===== src/rtl/muldiv_pkg.sv =====
// Shared opcode and state encodings for the iterative multiply/divide unit.
package muldiv_pkg;

  typedef enum logic [2:0] {
    MULDIV_OP_MULT  = 3'd0,
    MULDIV_OP_MULTU = 3'd1,
    MULDIV_OP_DIV   = 3'd2,
    MULDIV_OP_DIVU  = 3'd3,
    MULDIV_OP_MTHI  = 3'd4,
    MULDIV_OP_MTLO  = 3'd5
  } muldiv_op_e;

  typedef enum logic [1:0] {
    ST_IDLE = 2'd0,
    ST_CALC = 2'd1,
    ST_FIX  = 2'd2
  } muldiv_state_e;

  // Multiply and divide opcodes occupy 0-3; MTHI/MTLO and the unused codes have bit 2 set.
  function automatic logic is_arith(input logic [2:0] op);
    return ~op[2];
  endfunction

endpackage


===== src/rtl/muldiv_step.sv =====
// One radix-2 iteration: conditional add for multiply, trial subtract for restoring divide.
module muldiv_step #(
  parameter int WORD_SIZE = 32
) (
  input  logic               is_div,
  input  logic               add_en,
  input  logic [WORD_SIZE:0] x,
  input  logic [WORD_SIZE:0] y,
  output logic [WORD_SIZE:0] res,
  output logic               take
);

  logic [WORD_SIZE+1:0] diff;

  always_comb begin
    diff = {1'b0, x} - {1'b0, y};
    take = 1'b0;
    res  = x;
    if (is_div) begin
      // No borrow out means the divisor fits: keep the difference, quotient bit is 1.
      take = ~diff[WORD_SIZE+1];
      if (take) res = diff[WORD_SIZE:0];
    end else if (add_en) begin
      res = x + y;
    end
  end

endmodule


===== src/rtl/muldiv.sv =====
// Iterative signed/unsigned multiply and divide holding the HI/LO registers.
module muldiv
  import muldiv_pkg::*;
#(
  parameter int WORD_SIZE = 32,
  localparam int CNT_WIDTH = $clog2(WORD_SIZE) + 1
) (
  input  logic                 clk,
  input  logic                 rst_n,
  input  logic                 start,
  input  logic [2:0]           opcode,
  input  logic [WORD_SIZE-1:0] a,
  input  logic [WORD_SIZE-1:0] b,
  input  logic                 abort,
  output logic                 busy,
  output logic                 done,
  output logic [WORD_SIZE-1:0] hi,
  output logic [WORD_SIZE-1:0] lo
);

  localparam int W = WORD_SIZE;

  muldiv_state_e        state, state_nxt;
  logic [CNT_WIDTH-1:0] cnt;
  logic [W-1:0]         acc_hi, acc_lo, opnd;
  logic                 div_op, neg_q, neg_r, div0;

  logic                 accept, sgn;
  logic [W-1:0]         a_abs, b_abs;
  logic [W:0]           step_x, step_y, step_res;
  logic                 step_take;
  logic [2*W-1:0]       prod;
  logic [W-1:0]         quo, rem, fix_hi, fix_lo;

  assign accept = start & ~abort & (state == ST_IDLE);
  assign sgn    = (opcode == MULDIV_OP_MULT) | (opcode == MULDIV_OP_DIV);
  assign a_abs  = (sgn & a[W-1]) ? -a : a;
  assign b_abs  = (sgn & b[W-1]) ? -b : b;
  assign busy   = (state != ST_IDLE);

  // Divide feeds the next dividend bit under the partial remainder; multiply keeps a carry bit.
  assign step_x = div_op ? {acc_hi, acc_lo[W-1]} : {1'b0, acc_hi};
  assign step_y = {1'b0, opnd};

  muldiv_step #(.WORD_SIZE(W)) u_step (
    .is_div (div_op),
    .add_en (acc_lo[0]),
    .x      (step_x),
    .y      (step_y),
    .res    (step_res),
    .take   (step_take)
  );

  always_comb begin
    prod = {acc_hi, acc_lo};
    if (neg_q) prod = -prod;
    quo = neg_q ? -acc_lo : acc_lo;
    rem = neg_r ? -acc_hi : acc_hi;
    // Divide by zero leaves |a| as remainder; its sign correction restores a itself.
    if (div0) quo = '1;
    fix_hi = div_op ? rem : prod[2*W-1:W];
    fix_lo = div_op ? quo : prod[W-1:0];
  end

  always_comb begin
    state_nxt = state;
    case (state)
      ST_IDLE: if (accept && is_arith(opcode)) state_nxt = ST_CALC;
      ST_CALC: begin
        if (abort)         state_nxt = ST_IDLE;
        else if (cnt == 1) state_nxt = ST_FIX;
      end
      ST_FIX:  state_nxt = ST_IDLE;
      default: state_nxt = ST_IDLE;
    endcase
  end

  always_ff @(posedge clk or negedge rst_n) begin
    if (!rst_n) state <= ST_IDLE;
    else        state <= state_nxt;
  end

  always_ff @(posedge clk or negedge rst_n) begin
    if (!rst_n) begin
      cnt    <= '0;
      acc_hi <= '0;
      acc_lo <= '0;
      opnd   <= '0;
      div_op <= 1'b0;
      neg_q  <= 1'b0;
      neg_r  <= 1'b0;
      div0   <= 1'b0;
      done   <= 1'b0;
      hi     <= '0;
      lo     <= '0;
    end else begin
      done <= 1'b0;
      case (state)
        ST_IDLE: if (accept) begin
          if (opcode == MULDIV_OP_MTHI) begin
            hi   <= a;
            done <= 1'b1;
          end else if (opcode == MULDIV_OP_MTLO) begin
            lo   <= a;
            done <= 1'b1;
          end else if (is_arith(opcode)) begin
            div_op <= opcode[1];
            acc_hi <= '0;
            acc_lo <= opcode[1] ? a_abs : b_abs;
            opnd   <= opcode[1] ? b_abs : a_abs;
            neg_q  <= sgn & (a[W-1] ^ b[W-1]);
            neg_r  <= sgn & a[W-1];
            div0   <= (b == '0);
            cnt    <= CNT_WIDTH'(W);
          end
        end
        ST_CALC: if (!abort) begin
          cnt <= cnt - 1'b1;
          if (div_op) begin
            acc_hi <= step_res[W-1:0];
            acc_lo <= {acc_lo[W-2:0], step_take};
          end else begin
            acc_hi <= step_res[W:1];
            acc_lo <= {step_res[0], acc_lo[W-1:1]};
          end
        end
        ST_FIX: if (!abort) begin
          hi   <= fix_hi;
          lo   <= fix_lo;
          done <= 1'b1;
        end
        default: ;
      endcase
    end
  end

endmodule


===== config.mk =====
export PLATFORM = sky130hd
export DESIGN_NAME = muldiv
export DESIGN_NICKNAME = d
export VERILOG_FILES = /design/src/rtl/muldiv_pkg.sv /design/src/rtl/muldiv_step.sv /design/src/rtl/muldiv.sv
export SDC_FILE = /design/constraint.sdc
export NUM_CORES = 1
export LEC_CHECK = 0
export CORE_MARGIN = 2
export CORE_UTILIZATION = 56
export DETAILED_ROUTE_END_ITERATION = 10
export DONT_BUFFER_PORTS = 1
export GPL_TIMING_DRIVEN = 0
export PLACE_DENSITY = 0.75
export SLEW_MARGIN = 40
export SYNTH_ARGS = -nofsm -noshare
export SYNTH_HDL_FRONTEND = slang
export SYNTH_SLANG_ARGS = --single-unit

===== constraint.sdc =====
create_clock -name clk -period 6.2 [get_ports clk]
set_clock_uncertainty 0.2 [all_clocks]
set_input_delay 1.24 -clock clk [delete_from_list [all_inputs] [get_ports clk]]
set_output_delay 1.24 -clock clk [all_outputs]
set_load 0.05 [all_outputs]

==> impl_metrics.tcl <==
set metrics [dict create \
    cp_data_required_time_ps 6330 \
    root_buffer "clkbuf_16" \
    cp_num_buf_inv 5 \
    synthTopCellsByArea "dfrtp_1 28%, xnor2_1 6.7%, a21oi_1 6.6%, ha_1 6.0%, nand2_1 5.2%" \
    synth_area_mm2 0.0157 \
    place_ws_ps -310 \
    fmax_ghz 0.166 \
    wirelength_um 64300 \
    start_kind "flop" \
    slowest_delay_ps 480 \
    power_mw 8.07 \
    syn-num-nets 2202 \
    worstMarginPinSlew_ps 867 \
    drc 0 \
    synth_edf_count 0 \
    cts_buffer_depth 2 \
    relSlewSlack_pct 41.8 \
    seq_area_frac_synth_pct 27.6 \
    initial_core_util_pct 56.7 \
    via_per_inst 6.70 \
    path_class "flop to flop" \
    area_growth_pct 6.98 \
    clk_latency_ps 470 \
    finalHoldViolCount 0 \
    core_area_mm2 0.0276 \
    avgSynthCellArea_um2 7.63 \
    synth.most_common_cell "nand2_1" \
    drive_gt1_share_pct 5.66 \
    avgRoutedWirePerCell_um 26.1 \
    dieWidth_um 171 \
    synthCells 2054 \
    worst_path_max_delay_cell "clkbuf_2" \
    clk_pin_slew_ps 80 \
    cp_top_family "buffers and inverters" \
    max_cap_violations 0 \
    num_vias 16500 \
    synth_top_cells_by_count "217 x nand2_1, 205 x a21oi_1, 198 x nor2_1" \
    dp_hpwl_um 50200 \
    place.gp.congestion 1.02 \
    yosysTopAreaCellShare_pct 27.6 \
    setup_viol 0 \
    grt_pass1_vias 15200 \
    fin_util_pct 60.7 \
    ant_nets 0 \
    clock_sinks 173 \
    dr.first_iter.drc_count 2278 \
    die-area_mm2 0.0293 \
    synth_cell_type_count 83 \
    yosys_most_used_dff "dfrtp_1" \
    endpoint_kind "flop" \
    post_cts_buffers 0 \
    antenna_found_initial 0 \
    hold_path.class "input port to async pin" \
    timing.final.crit_share_pct 97.4 \
    path_max_fanout 10 \
    rows 61 \
    period_needed_ps 6040 \
    grt_max_degree 174 \
    async_reset_ff_share_pct 100 \
    n_fill_cell 2610 \
    critPathMostFrequentCell "clkbuf_2" \
    grtUsageTotal_pct 43.4 \
    setup_slack_ps 164 \
    ir_worst_vdd_uv 304 \
    nets 2221 \
    fp.dieH_um 171 \
    drt_pass1_iterations 6 \
    cp.arrival_ps 6160 \
    antennaDiodeCount 0 \
    maxSlewViolCount 0 \
    hold_slack_ps 262 \
    synth_largest_area_cell "dfrtp_1" \
    io_pins 137 \
    gr-total-overflow 0 \
    cp_cell_sequence "clkbuf_1, clkbuf_2, buf_2, clkbuf_2, mux2_2, ha_1, a21oi_1, o21ai_0, nor2_1, o311ai_1, and3_2, a31oi_2, o311ai_4, a31oi_4, buf_4, mux2i_1, o21ai_1" \
    p_leak_nw 6.97 \
    htreeDepth 4 \
    status "finished, final reports clean" \
    cts_buffers 17 \
    yosysWarnings 0 \
    grt_setup_unrepaired "no" \
    grt_pass1_wl_um 93900 \
    tritoncts "yes" \
    synth.ff_latch_count 173 \
    portBuffers 0 \
    cts_hold_buf 0 \
    power_density_mw_per_mm2 481 \
]
-- cells in the final DEF, fill, tap and decap left out, types with 8 or more instances in the layout --
master     instances
a21oi_1          205
dfrtp_1          173
o21ai_0          159
nand2_1          217
ha_1              75
buf_2             11
inv_1             82
nand3_1           37
o311ai_1          13
or3_1             32
nor3_1            39
a31oi_1           10
mux2_2            31
buf_1              9
a211oi_1          37
xor2_1            57
xnor2_1          120
nand2b_1          21
o41ai_1           13
o21a_1             8
nor2_1           198
clkbuf_1         117
nor4_1            20
o22ai_1           32
o21ai_1           61
o31ai_1           27
nor2b_1           15
clkbuf_16         17
and3_1             9
o21bai_1          13
mux2i_1           45
or4_1             13
a21o_1            15
o211ai_1          13
-- power breakdown --
part	total, mW	switching, mW	internal, mW
clock	1.14	0.545	0.599
sequential	2.40	0.924	1.47
combinational	4.52	2.91	1.62
-- cell families after synthesis --
| family | after synthesis | synth area share [%] |
|---|---|---|
| AO/OA/AOI/OAI | 670 | 26.1 |
| XOR/XNOR | 177 | 9.90 |
| adder cells (fa/ha/maj) | 77 | 6.25 |
| buffers and inverters | 235 | 5.88 |
| flip-flops | 173 | 27.6 |
| multiplexers | 77 | 5.20 |
| AND/OR/NAND/NOR | 645 | 19.0 |
-- layer usage --
metal / routed length [µm] / global-route usage, % / up-vias
met1: 25900 / 59.1 / 7829
met5: 0 / 0 / -
met3: 9140 / 15.6 / 185
li1: - / - / 7343
met2: 26200 / 61.4 / 1160
met4: 3010 / 19.1 / 0
-- worst register-to-register path: cells and delay by family, from the launching register on --
kind | cells | cell delay, ps
flip-flops | 1 | 330
buffers and inverters | 5 | 1970
multiplexers | 2 | 690
AND/OR/NAND/NOR | 2 | 540
AO/OA/AOI/OAI | 7 | 1820
adder cells (fa/ha/maj) | 1 | 340
-- worst paths after layout --
check | depth (start not counted) | endpoint | slack [ps] | from
worst max-delay path | 17 | acc_hi[22] | 160 | div_op
worst min-delay path | 0 | opnd[26] | 260 | rst_n
worst max register to register | 17 | acc_hi[22] | 160 | div_op
worst min register to register | 2 | opnd[2] | 340 | opnd[2]
max in group asynchronous | 0 | opnd[11] | 5280 | rst_n
min in group clk | 2 | opnd[2] | 340 | opnd[2]
-- registers in the layout, indices dropped and copies added (netlist names), 2 cells and up --
signal,count
cnt,6
acc_hi,32
acc_lo,32
hi,32
opnd,32
state,2
lo,32
-- stage by stage --
stage | cell area [µm²] | instances | TNS (ps)
after global routing | 16800 | 2464 | 0
after detailed placement | 16200 | 2432 | -7710
after CTS | 16700 | 2464 | 0
final | 16800 | 2464 | 0
after global placement | 16100 | 2432 | -7550
after floorplan | 15700 | 2054 | 0
-- area by class of cell --
cell class / count / area (µm²) / share of cell area [%]
clock buffer: 21 / 470 / 2.81
inverter: 86 / 323 / 1.93
tap: 378 / 473 / 2.82
clock inverter: 11 / 120 / 0.717
sequential: 173 / 4330 / 25.8
multi-input combinational: 1646 / 10400 / 62.3
buffer: 149 / 608 / 3.63
-- timing repair --
item,4_1_cts,5_1_grt
setup endpoints to repair,33,22
gates resized for setup,2,7
cloned,0,0
No activity file was read; power rests on OpenSTA's default activity.
